--- src/rtl/ps2_scancode_decoder_if.sv ---
// Byte-stream and character handshake bundle for ps2_scancode_decoder.
// Handshake: code_valid is a one-cycle strobe with no back-pressure. An ASCII entry transfers on any rising edge where ascii_valid && ascii_ready.
interface ps2_scancode_decoder_if;
  logic       code_valid;
  logic [7:0] code;
  logic       ascii_valid;
  logic       ascii_ready;
  logic [7:0] ascii;

  modport master (
    output code_valid, code, ascii_ready,
    input  ascii_valid, ascii
  );

  modport slave (
    input  code_valid, code, ascii_ready,
    output ascii_valid, ascii
  );
endinterface

--- src/rtl/ps2_scancode_decoder.sv ---
// Set-2 scan codes in, ASCII characters out through a show-ahead FIFO with Shift and Caps Lock tracking.
// Defining PS2_SHIFT_MAP_EN enables shifted and uppercase characters. Otherwise only the unshifted US map is used.
module ps2_scancode_decoder #(
  parameter int FIFO_DEPTH = 8,
  parameter int CNT_W      = $clog2(FIFO_DEPTH) + 1
) (
  input  logic                  clock,
  input  logic                  resetn,
  ps2_scancode_decoder_if.slave bus,
  output logic [CNT_W-1:0]      fifo_count,
  output logic                  overflow,
  input  logic                  ovf_clr,
  output logic                  shift_active,
  output logic                  caps_lock,
  output logic [1:0]            prefix_state
);

  localparam int AW = $clog2(FIFO_DEPTH);

  typedef enum logic [1:0] {IDLE = 2'd0, BRK = 2'd1, EXT = 2'd2, EXT_BRK = 2'd3} state_t;

  state_t          state;
  logic            l_shift, r_shift;
  logic            letter_up, sym_up;
  logic [8:0]      lk;
  logic            push;
  logic [7:0]      push_data;
  logic            pop, full, wr_en;
  logic [7:0]      mem [FIFO_DEPTH];
  logic [AW-1:0]   wr_ptr, rd_ptr;

  // Returns {hit, char}. Letters and control keys leave the shifted slot empty; it is filled in after the case.
  function automatic logic [8:0] lookup(input logic [7:0] c, input logic lup, input logic sup);
    logic [7:0] u, s;
    logic       hit, letter;
    u = 8'h00; s = 8'h00; hit = 1'b1;
    case (c)
      8'h1C: u = 8'h61; 8'h32: u = 8'h62; 8'h21: u = 8'h63; 8'h23: u = 8'h64;
      8'h24: u = 8'h65; 8'h2B: u = 8'h66; 8'h34: u = 8'h67; 8'h33: u = 8'h68;
      8'h43: u = 8'h69; 8'h3B: u = 8'h6A; 8'h42: u = 8'h6B; 8'h4B: u = 8'h6C;
      8'h3A: u = 8'h6D; 8'h31: u = 8'h6E; 8'h44: u = 8'h6F; 8'h4D: u = 8'h70;
      8'h15: u = 8'h71; 8'h2D: u = 8'h72; 8'h1B: u = 8'h73; 8'h2C: u = 8'h74;
      8'h3C: u = 8'h75; 8'h2A: u = 8'h76; 8'h1D: u = 8'h77; 8'h22: u = 8'h78;
      8'h35: u = 8'h79; 8'h1A: u = 8'h7A;
      8'h45: begin u = 8'h30; s = 8'h29; end
      8'h16: begin u = 8'h31; s = 8'h21; end
      8'h1E: begin u = 8'h32; s = 8'h40; end
      8'h26: begin u = 8'h33; s = 8'h23; end
      8'h25: begin u = 8'h34; s = 8'h24; end
      8'h2E: begin u = 8'h35; s = 8'h25; end
      8'h36: begin u = 8'h36; s = 8'h5E; end
      8'h3D: begin u = 8'h37; s = 8'h26; end
      8'h3E: begin u = 8'h38; s = 8'h2A; end
      8'h46: begin u = 8'h39; s = 8'h28; end
      8'h0E: begin u = 8'h60; s = 8'h7E; end
      8'h4E: begin u = 8'h2D; s = 8'h5F; end
      8'h55: begin u = 8'h3D; s = 8'h2B; end
      8'h54: begin u = 8'h5B; s = 8'h7B; end
      8'h5B: begin u = 8'h5D; s = 8'h7D; end
      8'h5D: begin u = 8'h5C; s = 8'h7C; end
      8'h4C: begin u = 8'h3B; s = 8'h3A; end
      8'h52: begin u = 8'h27; s = 8'h22; end
      8'h41: begin u = 8'h2C; s = 8'h3C; end
      8'h49: begin u = 8'h2E; s = 8'h3E; end
      8'h4A: begin u = 8'h2F; s = 8'h3F; end
      8'h29: u = 8'h20; 8'h5A: u = 8'h0D; 8'h0D: u = 8'h09;
      8'h66: u = 8'h08; 8'h76: u = 8'h1B;
      default: hit = 1'b0;
    endcase
    letter = (u >= 8'h61) && (u <= 8'h7A);
    if (letter)           s = u - 8'h20;
    else if (s == 8'h00)  s = u;
    if (letter) return {hit, (lup ? s : u)};
    else        return {hit, (sup ? s : u)};
  endfunction

`ifdef PS2_SHIFT_MAP_EN
  assign letter_up = shift_active ^ caps_lock;
  assign sym_up    = shift_active;
`else
  assign letter_up = 1'b0;
  assign sym_up    = 1'b0;
`endif

  always_comb begin
    lk        = lookup(bus.code, letter_up, sym_up);
    push      = 1'b0;
    push_data = 8'h00;
    if (bus.code_valid) begin
      case (state)
        IDLE: if (bus.code != 8'hF0 && bus.code != 8'hE0 && lk[8]) begin
          push = 1'b1; push_data = lk[7:0];
        end
        EXT: if (bus.code == 8'h5A) begin
          push = 1'b1; push_data = 8'h0D;
        end else if (bus.code == 8'h4A) begin
          push = 1'b1; push_data = 8'h2F;
        end
        default: ;
      endcase
    end
  end

  always_ff @(posedge clock or negedge resetn) begin
    if (!resetn) begin
      state     <= IDLE;
      l_shift   <= 1'b0;
      r_shift   <= 1'b0;
      caps_lock <= 1'b0;
    end else if (bus.code_valid) begin
      case (state)
        IDLE: case (bus.code)
          8'hF0:   state <= BRK;
          8'hE0:   state <= EXT;
          8'h12:   l_shift <= 1'b1;
          8'h59:   r_shift <= 1'b1;
          8'h58:   caps_lock <= ~caps_lock;
          default: ;
        endcase
        BRK: if (bus.code != 8'hF0) begin
          if (bus.code == 8'h12) l_shift <= 1'b0;
          if (bus.code == 8'h59) r_shift <= 1'b0;
          state <= IDLE;
        end
        EXT: begin
          if (bus.code == 8'hF0)      state <= EXT_BRK;
          else if (bus.code != 8'hE0) state <= IDLE;
        end
        default: state <= IDLE;
      endcase
    end
  end

  assign shift_active = l_shift | r_shift;
  assign prefix_state = state;

  // A full FIFO still accepts a push when the head leaves in the same cycle.
  assign pop   = bus.ascii_valid & bus.ascii_ready;
  assign full  = (fifo_count == CNT_W'(FIFO_DEPTH));
  assign wr_en = push & (~full | pop);

  always_ff @(posedge clock or negedge resetn) begin
    if (!resetn) begin
      wr_ptr     <= '0;
      rd_ptr     <= '0;
      fifo_count <= '0;
      overflow   <= 1'b0;
    end else begin
      if (wr_en) wr_ptr <= wr_ptr + AW'(1);
      if (pop)   rd_ptr <= rd_ptr + AW'(1);
      fifo_count <= fifo_count + CNT_W'(wr_en) - CNT_W'(pop);
      if (ovf_clr)                  overflow <= 1'b0;
      else if (push & full & ~pop)  overflow <= 1'b1;
    end
  end

  always_ff @(posedge clock) begin
    if (wr_en) mem[wr_ptr] <= push_data;
  end

  assign bus.ascii_valid = (fifo_count != '0);
  assign bus.ascii       = bus.ascii_valid ? mem[rd_ptr] : 8'h00;

endmodule

--- src/flat_wrapper.sv ---
// flat-port wrapper written by rule: the top's interface ports become plain ports
module ps2_scancode_decoder_flat 
#(
  parameter int FIFO_DEPTH = 8,
  parameter int CNT_W      = $clog2(FIFO_DEPTH) + 1
)
  (clock, resetn, fifo_count, overflow, ovf_clr, shift_active, caps_lock, prefix_state, bus_code_valid, bus_code, bus_ascii_ready, bus_ascii_valid, bus_ascii);
  ps2_scancode_decoder_if bus_i ();
  input  logic clock;
  input  logic resetn;
  output logic [CNT_W-1:0] fifo_count;
  output logic overflow;
  input  logic ovf_clr;
  output logic shift_active;
  output logic caps_lock;
  output logic [1:0] prefix_state;
  input wire logic [$bits(bus_i.code_valid)-1:0] bus_code_valid;
  input wire logic [$bits(bus_i.code)-1:0] bus_code;
  input wire logic [$bits(bus_i.ascii_ready)-1:0] bus_ascii_ready;
  output wire logic [$bits(bus_i.ascii_valid)-1:0] bus_ascii_valid;
  output wire logic [$bits(bus_i.ascii)-1:0] bus_ascii;
  assign bus_i.code_valid = bus_code_valid;
  assign bus_i.code = bus_code;
  assign bus_i.ascii_ready = bus_ascii_ready;
  assign bus_ascii_valid = bus_i.ascii_valid;
  assign bus_ascii = bus_i.ascii;
  ps2_scancode_decoder #(.FIFO_DEPTH(FIFO_DEPTH), .CNT_W(CNT_W)) u_core (.clock(clock), .resetn(resetn), .bus(bus_i), .fifo_count(fifo_count), .overflow(overflow), .ovf_clr(ovf_clr), .shift_active(shift_active), .caps_lock(caps_lock), .prefix_state(prefix_state));
endmodule
--- config.mk ---
export PLATFORM = sky130hd
export DESIGN_NAME = ps2_scancode_decoder_flat
export DESIGN_NICKNAME = d
export VERILOG_FILES = /design/src/rtl/ps2_scancode_decoder_if.sv /design/src/rtl/ps2_scancode_decoder.sv /design/src/flat_wrapper.sv
export SDC_FILE = /design/constraint.sdc
export NUM_CORES = 1
export LEC_CHECK = 0
export CORE_MARGIN = 5
export CORE_UTILIZATION = 55
export CTS_BUF_LIST = sky130_fd_sc_hd__clkbuf_8
export CTS_CLUSTER_SIZE = 10
export DETAILED_ROUTE_END_ITERATION = 12
export DONT_BUFFER_PORTS = 1
export PLACE_DENSITY = 0.73
export SLEW_MARGIN = 20
export SYNTH_ARGS = -nofsm -noshare
export SYNTH_HDL_FRONTEND = slang
export SYNTH_SLANG_ARGS = --single-unit
--- constraint.sdc ---
create_clock -name clock -period 2.15 [get_ports clock]
set_input_delay 0.43 -clock clock [delete_from_list [all_inputs] [get_ports clock]]
set_output_delay 0.43 -clock clock [all_outputs]
set_load 0.1 [all_outputs]
==> results.tsv, run 1 <==
metric	value	unit
clock sink count	72	
Slowest cell on crit path	or4_4	
Initial Utilization	55.6	%
Hold Path Class	in2reg	
global route total overflow	0	
failing checks	negative setup slack	
P&R area growth vs syn	38.5	%
Worst-path clk slew	0.08	ns
status	complete, but fails checks	
chip width	100	µm
vias in the first global route	4102	
Worst Setup Slack, final	-0.404	ns
htree depth	3	
multi-input logic area	0.00261	mm²
Min-Delay Startpoint	bus_code_valid	
ys async rst share	22.2	%
wire per inst	25.7	µm
clock latency on the worst-skew pair	0.34	ns
Core Box Area	0.00809	mm²
met3 wire length	1390	µm
clock buffer depth	2	
origin of the critical flop-to-flop path	u_core.fifo_count[2]	
reg2reg setup slack	-0.15	ns
crit-path cells	nor3b_4 -> buf_4 -> a32oi_2 -> o32a_1 -> nand4_1 -> or4_4 -> a21oi_4 -> nor2_2 -> ha_2 -> fa_2 -> xor2_1	
Synthesis Warnings	0	
crit path capture type	register	
hold depth	1	
Post-DP HPWL	9820	µm
drt drc	0	
final worst hold slack	0.162	ns
sequential share of the synthesized area	46.2	%
post-layout util	77.1	%
Final Non-Filler Cells	617	
TritonRoute pass-1 iters	6	
post-placement cell count	583	
GRT Util Overall	31.2	%
pre-CTS setup slack	-0.663	ns
register area	0.00210	mm²
Worst IR Drop VDD	683	µV
ranking of synthesized cells by area	edfxtp_1 37%, dfrtp_1 8.9%, mux4_2 7.0%	
final wirelength	15900	µm
Mapped Cells	409	
fraction of layout cells with a size suffix above 1	44.9	%
worst-case reg-to-reg path depth	11	
largest net degree at the start of global routing	34	
# port buffers	0	
RSZ-0062 raised after global routing	yes	
CTS Buf Count	9	
Leak	0.00240	µW
Hold EP	u_core.prefix_state[1]	
Fin. Hold Viols	0	
TritonCTS clock tree	built	
DRT met1 WL	5810	µm
Worst Tran Pin Value	0.810	ns
met2 wire length	8030	µm
starting DRC count in detailed routing	448	
ANT nets after route	0	
Layout Skew	0.0145	ns
cell area after synthesis	0.00450	mm²
Worst EP required	2.40	ns
Distinct cells, synth	71	
post-synthesis average cell area	11.0	µm²
DR vias	4192	
flops & latches, synth	72	
power density over the cells	1100	mW/mm²
fmax	0.392	GHz
I/O Pins	31	
die area	0.0101	mm²
Setup Crit Path Kind	in2reg	
critical path fanouts, max	33	
Top Layer Used	met4	
vias per cell	6.79	
FILL cells	507	
crit-path max cell delay	0.55	ns
CTS Root Cell	clkbuf_8	
nets	529	
Post-synth EDFFs	56	
ant diodes	0	
period utilization	119	%
Slew Viols, Final	0	
row cnt	33	
Max-cap violations	0	
syn_nets	431	
share of the synthesized area in the top cell type	37.4	%
Most used DFF post-synth	edfxtp_1	
crit path DAT	2.81	ns
max_slew headroom	46.0	%
leading area contributor after synthesis	edfxtp_1	
terminus of the critical flop-to-flop path	u_core.fifo_count[2]	
fin crit period	2.55	ns
first-pass GRT wire length	23600	µm
final RePlAce weighted congestion	0.934	
power after layout	6870	µW
Die Y	100	µm
initial antenna violation count	0	
Final setup violation count	111	
Worst setup SP type	primary input	
## cell families after synthesis
| family | share of synthesized area (%) |
|---|---|
| AND/OR/NAND/NOR | 20.4 |
| AO/OA/AOI/OAI | 13.8 |
| flip-flops | 46.2 |
| buffers and inverters | 5.59 |
| multiplexers | 9.26 |
| adder cells (fa/ha/maj) | 2.67 |
| XOR/XNOR | 1.92 |
| other | 0.0833 |
## power breakdown
group | leakage [µW] | internal (µW) | switching, µW
logic | 0.00156 | 1510 | 2350
registers | 0.000724 | 1610 | 202
clock network | 0.000113 | 656 | 541
total | 0.00240 | 3780 | 3090
## Yosys cell counts (all sizes together), types with 4 or more instances
master  number
clkbuf      11
a22oi        4
xnor2        6
ha           8
mux2i        9
nand3b       6
dfrtp       16
nand3       16
nand4        8
nor2        23
or4          4
nor4        12
buf         23
a21oi       25
nand2b       7
or3b         6
a32oi        5
inv         17
o211ai       4
a31oi        4
nor4b        4
nor2b        9
edfxtp      56
and3         6
nor3        15
o21ai       13
nand2       24
mux4        14
## routing by layer
metal  vias up  global-route usage (%)
li1       1788                       -
met1      2037                    39.5
met2       307                    54.4
met3        60                    5.54
met4         0                    10.1
met5         -                       0
## placed cells by master (no fill, tap or decap), types with 6 or more instances in the layout
cell / instances
o21ai_0: 12
nand3b_1: 6
buf_12: 11
a21oi_1: 18
ha_1: 6
nor2_1: 13
nand3_1: 16
nor4_4: 8
mux4_2: 14
buf_4: 97
nand2_1: 22
edfxtp_1: 56
nand4_1: 8
clkbuf_8: 9
buf_6: 10
nor2b_1: 8
and3_1: 6
nor2_4: 7
inv_1: 15
dfrtp_1: 10
nor3_1: 12
nand2b_1: 7
## through the flow
stage	cell area, µm²	TNS, ns
2_1_floorplan	4730	-57.96
3_3_place_gp	5510	-56.64
3_5_place_dp	5510	-60.67
4_1_cts	6130	-16.02
5_1_grt	6240	-25.50
6_report	6240	-21.88
## layout make-up
class / instances / area share, %
well taps: 105 / 2.11
clock inverters: 7 / 1.50
repair buffers: 121 / 17.9
clock buffers: 9 / 1.99
inverters: 17 / 1.08
flip-flops and latches: 72 / 33.6
multi-input cells: 286 / 41.8
## critical path, delay by kind of cell
family                   cells  cell delay (ns)
buffers and inverters        1             0.14
adder cells (fa/ha/maj)      2             0.58
AND/OR/NAND/NOR              4             0.90
XOR/XNOR                     1             0.20
AO/OA/AOI/OAI                3             0.57
## timing repair
action | CTS | global route
hold buffers | 1 | 0
hold endpoints to repair | 16 | 0
pin swaps | 16 | 17
gates cloned | 1 | 0
gates resized for setup | 48 | 17
endpoints found under the setup margin | 125 | 127
buffers inserted | 20 | 4
## registers in the layout, indices dropped and copies added (netlist names)
signal,flops
u_core.caps_lock,1
u_core.fifo_count,4
u_core.l_shift,1
u_core.mem,56
u_core.overflow,1
u_core.prefix_state,2
u_core.r_shift,1
u_core.rd_ptr,3
u_core.wr_ptr,3
## worst max-delay path by stage
stage,slack (ns),end,from,cells after the start
6_report,-0.40,u_core.fifo_count[2],bus_code[0],11
5_1_grt,-0.46,u_core.fifo_count[2],bus_code[0],11
4_1_cts,-0.29,u_core.fifo_count[1],bus_code[4],9
3_5_place_dp,-0.66,u_core.fifo_count[2],bus_code[1],10
3_3_place_gp,-0.61,u_core.fifo_count[2],bus_code[1],10
2_1_floorplan,-0.95,u_core.fifo_count[2],bus_code[1],12
(Power assumes the default switching activity.)
==> inputs of run 2 (changes only) <==
Settings changed: CORE_MARGIN 5 to not set.
==> results.tsv, run 2 (same netlist as run 1, synthesis figures left out) <==
metric	value	unit	change
sw frac	45.5	%	was 45.0%
I/O Pins	31		unchanged
critical path fanouts, max	29		was 33
origin of the critical flop-to-flop path	u_core.fifo_count[3]		was u_core.fifo_count[2]
global route total overflow	0		unchanged
Worst Setup Slack, final	-0.233	ns	was -0.404 ns
max reg flops	56		unchanged
Leak	0.00234	µW	was 0.00240 µW
clock buffer depth	2		unchanged
row cnt	32		was 33
largest net degree at the start of global routing	34		unchanged
clock sink count	72		unchanged
crit-path max cell delay	0.53	ns	was 0.55 ns
terminus of the critical flop-to-flop path	u_core.mem[2][4]		was u_core.fifo_count[2]
Worst setup SP type	primary input		unchanged
internal power	3520	µW	was 3780 µW
CTS Root Cell	clkbuf_8		unchanged
Die Y	92.5	µm	was 100 µm
P&R area growth vs syn	37.0	%	was 38.5%
Clock power frac	14.8	%	was 17.4%
crit-path cells	xor2_1 -> a22o_1 -> a221oi_2 -> nand4_1 -> or4_4 -> a21oi_4 -> nor2_2 -> ha_2 -> fa_2 -> xor2_1		was nor3b_4 -> buf_4 -> a32oi_2 -> o32a_1 -> nand4_1 -> or4_4 -> a21oi_4 -> nor2_2 -> ha_2 -> fa_2 -> xor2_1
fraction of layout cells with a size suffix above 1	43.9	%	was 44.9%
nets	520		was 529
Worst Tran Pin Value	0.912	ns	was 0.810 ns
Worst EP required	2.39	ns	was 2.40 ns
first-pass GRT wire length	21100	µm	was 23600 µm
Initial Utilization	57.7	%	was 55.6%
capture point of the critical path	u_core.fifo_count[2]		unchanged
Hold Path Class	in2reg		unchanged
Seq pwr share	27.5	%	was 26.4%
ANT nets after route	0		unchanged
GRT Util Overall	33.0	%	was 31.2%
Critical Path Most Common Cell	xor2_1		
CTS Buf Count	9		unchanged
commonest non-fill, non-tap cell in the layout	buf_4		unchanged
Post-DP HPWL	8900	µm	was 9820 µm
final RePlAce weighted congestion	0.946		was 0.934
Final Non-Filler Cells	605		was 617
fmax	0.420	GHz	was 0.392 GHz
Max-cap violations	0		unchanged
period utilization	111	%	was 119%
Final setup violation count	109		was 111
Core Box Area	0.00781	mm²	was 0.00809 mm²
Psw	2940	µW	was 3090 µW
max_slew headroom	39.2	%	was 46.0%
Slew Viols, Final	0		unchanged
starting DRC count in detailed routing	276		was 448
TritonCTS clock tree	built		unchanged
ant diodes	0		unchanged
status	complete, but fails checks		unchanged
Layout Skew	0.0135	ns	was 0.0145 ns
vias in the first global route	3830		was 4102
crit path capture type	register		unchanged
initial antenna violation count	0		unchanged
drt drc	0		unchanged
fin crit period	2.38	ns	was 2.55 ns
power density over the cells	1050	mW/mm²	was 1100 mW/mm²
die area	0.00855	mm²	was 0.0101 mm²
Slowest cell on crit path	or4_4		unchanged
post-layout util	79.0	%	was 77.1%
wire per inst	22.9	µm	was 25.7 µm
top flop regs	u_core.mem: 56 flops, u_core.fifo_count: 4 flops		unchanged
reg2reg setup slack	-0.05	ns	was -0.15 ns
most frequent cells in the layout	85 x buf_4, 56 x edfxtp_1, 22 x nand2_1		was 97 x buf_4, 56 x edfxtp_1, 22 x nand2_1
crit path DAT	2.63	ns	was 2.81 ns
critical path launch point	bus_code[4]		was bus_code[0]
worst-case reg-to-reg path depth	7		was 11
Worst IR Drop VDD	519	µV	was 683 µV
failing checks	negative setup slack		unchanged
TritonRoute pass-1 iters	5		was 6
final wirelength	13900	µm	was 15900 µm
Worst-path clk slew	0.09	ns	was 0.08 ns
htree depth	3		unchanged
RSZ-0062 raised after global routing	yes		unchanged
vias per cell	6.58		was 6.79
combinational share of power	57.8	%	was 56.1%
Fin. Hold Viols	0		unchanged
DR vias	3982		was 4192
post-placement cell count	576		was 583
chip width	92.5	µm	was 100 µm
clock latency on the worst-skew pair	0.35	ns	was 0.34 ns
Top reg by flops	u_core.mem		unchanged
# port buffers	0		unchanged
Setup Crit Path Kind	in2reg		unchanged
## run 2: cell type report
class | instances | area, µm²
flip-flops and latches | 72 | 2090
repair buffers | 112 | 1070
well taps | 102 | 128
inverters | 17 | 67.6
clock buffers | 9 | 124
clock inverters | 7 | 46.3
multi-input cells | 286 | 2640
fillers | 462 | 1640
## run 2: what timing repair did
item / in CTS / in global routing
hold buffers: 1 / 0
buffers inserted: 12 / 4
hold endpoints to repair: 16 / 0
pin swaps: 8 / 9
setup endpoints to repair: 93 / 117
gates resized for setup: 30 / 35
cloned: 1 / 1
## run 2: critical path, delay by kind of cell
family	cells	cell delay, ns
AOI/OAI and AO/OA	3	0.67
xor gates and xnor gates	2	0.29
adders and majority gates	2	0.53
and+or+nand+nor	3	0.69
## run 2: worst min-delay path by stage
| stage | to | startpoint | slack [ns] | depth (start not counted) |
|---|---|---|---|---|
| finish | u_core.prefix_state[1] | bus_code_valid | 0.15 | 1 |
| global placement | u_core.fifo_count[3] | resetn | 0.13 | 0 |
| CTS | u_core.prefix_state[1] | bus_code_valid | 0.14 | 1 |
| detailed placement | u_core.fifo_count[3] | resetn | 0.13 | 0 |
| global route | u_core.prefix_state[1] | bus_code_valid | 0.14 | 1 |
| floorplan | u_core.caps_lock | resetn | 0.13 | 0 |
## run 2: per-layer routing
layer	track usage [%]	vias to the layer above	share of wire, %
met4	12.4	0	3.4
met3	5.75	41	7.6
li1	-	1762	-
met2	52.5	223	49
met5	0	-	0
met1	45.4	1956	40
## run 2: power groups by stage
stage | Sequential [µW] | Clock, µW | Combinational (µW)
after floorplan | 2020 | 0 | 2120
after global placement | 1740 | 0 | 3250
after detailed placement | 1750 | 0 | 3320
after CTS | 1730 | 965 | 3470
after global routing | 1780 | 1000 | 3880
final | 1770 | 954 | 3730
## run 2: metrics by stage
step	hold WS, ns	TNS (ns)	total power [µW]	area [µm²]	setup WS [ns]
2_1_floorplan	0.134	-57.96	4140	4730	-0.947
6_report	0.154	-11.73	6460	6170	-0.233
3_5_place_dp	0.135	-53.52	5070	5500	-0.632
3_3_place_gp	0.135	-51.15	4990	5500	-0.599
5_1_grt	0.143	-17.17	6670	6170	-0.301
4_1_cts	0.141	-6.24	6170	5940	-0.226
==> inputs of run 3 (changes only) <==
Settings changed: CORE_MARGIN set to 4, PLACE_DENSITY 0.73 to 0.7.
Clock period 2.15 ns to 3 ns, I/O delays scaled along.
==> results.tsv, run 3 (same netlist as run 1, synthesis figures left out) <==
metric	value	unit	change
status	finished, final reports clean		was complete, but fails checks
clock sink count	72		unchanged
Worst setup SP type	primary input		unchanged
Hold Path Class	in2reg		unchanged
post-CTS setup repair buffer count	0		was 12
wire per inst	21.9	µm	was 22.9 µm
ant diodes	0		unchanged
period utilization	91.1	%	
clock buffer depth	2		unchanged
final wirelength	11900	µm	was 13900 µm
Final setup violation count	0		was 109
Leak	0.00191	µW	was 0.00234 µW
Worst IR Drop VDD	430	µV	was 519 µV
commonest non-fill, non-tap cell in the layout	edfxtp_1		was buf_4
CTS Root Cell	clkbuf_8		unchanged
largest net degree at the start of global routing	34		unchanged
max reg flops	56		unchanged
Layout Skew	0.00920	ns	was 0.0135 ns
power density over the cells	781	mW/mm²	was 1050 mW/mm²
P&R area growth vs syn	13.4	%	was 37.0%
I/O Pins	31		unchanged
initial antenna violation count	0		unchanged
first-pass GRT wire length	19600	µm	was 21100 µm
chip width	98.5	µm	was 92.5 µm
drt drc	0		unchanged
nets	460		was 520
RSZ-0062 raised after global routing	no		was yes
post-layout util	65.0	%	was 79.0%
max_slew headroom	39.0	%	was 39.2%
ANT nets after route	0		unchanged
Setup Crit Path Kind	in2reg		unchanged
final RePlAce weighted congestion	0.956		was 0.946
Max-cap violations	0		unchanged
Slew Viols, Final	0		unchanged
final worst hold slack	0.336	ns	was 0.154 ns
TritonRoute pass-1 iters	6		was 5
FILL cells	621		was 462
starting DRC count in detailed routing	432		was 276
Worst EP required	3.04	ns	was 2.39 ns
most frequent cells in the layout	56 x edfxtp_1, 51 x buf_4, 24 x nand2_1		was 85 x buf_4, 56 x edfxtp_1, 22 x nand2_1
crit path DAT	2.77	ns	was 2.63 ns
fmax	0.366	GHz	
Initial Utilization	57.4	%	was 57.7%
CTS Buf Count	9		unchanged
# port buffers	0		unchanged
Top reg by flops	u_core.mem		unchanged
vias per cell	6.71		was 6.58
Post-DP HPWL	8260	µm	was 8900 µm
Die Y	98.5	µm	was 92.5 µm
Fin. Hold Viols	0		unchanged
vias in the first global route	3565		was 3830
critical path fanouts, max	29		unchanged
global route total overflow	0		unchanged
Worst-path clk slew	0.08	ns	was 0.09 ns
htree depth	3		unchanged
DR vias	3655		was 3982
fin crit period	2.73	ns	
die area	0.00970	mm²	was 0.00855 mm²
top flop regs	u_core.mem: 56 flops, u_core.fifo_count: 4 flops		unchanged
Core Box Area	0.00785	mm²	was 0.00781 mm²
row cnt	32		unchanged
crit path capture type	register		unchanged
GRT Util Overall	25.6	%	was 33.0%
Worst Tran Pin Value	0.916	ns	was 0.912 ns
TritonCTS clock tree	built		unchanged
clock latency on the worst-skew pair	0.34	ns	was 0.35 ns
fraction of layout cells with a size suffix above 1	26.0	%	was 43.9%
-- run 3: power by group --
part | switching (µW) | total [µW] | internal [µW]
combinational | 1320 | 1890 | 571
clock | 364 | 833 | 469
sequential | 121 | 1260 | 1140
-- run 3: path summary, 6_finish.rpt --
kind | from | endpoint | slack (ns) | cells past startpoint
setup / recovery | bus_code[4] | u_core.mem[7][5] | 0.27 | 9
hold / removal | bus_code_valid | u_core.prefix_state[1] | 0.34 | 1
setup reg to reg | u_core.fifo_count[3] | u_core.fifo_count[2] | 0.57 | 8
hold reg to reg | u_core.r_shift | u_core.r_shift | 0.48 | 2
max in group asynchronous | resetn | u_core.fifo_count[0] | 1.78 | 1
min in group asynchronous | resetn | u_core.r_shift | 0.74 | 1
-- run 3: layout make-up --
cell class	count	area [µm²]	share of cell area [%]
clock buffers	9	124	2.43
clock inverters	7	95.1	1.86
inverters	17	67.6	1.32
multi-input cells	286	2210	43.3
flip-flops and latches	72	2090	40.9
well taps	102	128	2.50
repair buffers	52	393	7.70
-- run 3: worst max-delay path, cell delays in order --
cell     delay, ns
or4b_1        0.67
o22ai_1       0.23
a22oi_1       0.10
nand4_1       0.14
or4_4         0.17
a21oi_4       0.06
buf_4         0.19
nor4_1        0.33
buf_4         0.26
-- run 3: what timing repair did --
item / CTS / global route
gates resized for setup: 0 / 0
hold buffers: 1 / 0
endpoints found under the hold margin: 16 / 0
-- run 3: through the flow --
step	cell area, µm²	instances	TNS (ns)	setup WS, ns	power [µW]
after floorplan	4560	409	-19.36	-0.337	2840
after global placement	4870	528	0	0.0184	3140
after detailed placement	4870	528	-0.206	-0.0362	3180
after CTS	5100	545	0	0.255	4020
after global routing	5100	545	0	0.159	4200
final	5100	545	0	0.268	3980
-- run 3: layer usage --
layer	part of all wire, %	track usage [%]
met3	9.0	5.17
met4	2.2	7.98
met2	46	38.4
met1	42	37.6
met5	0	0
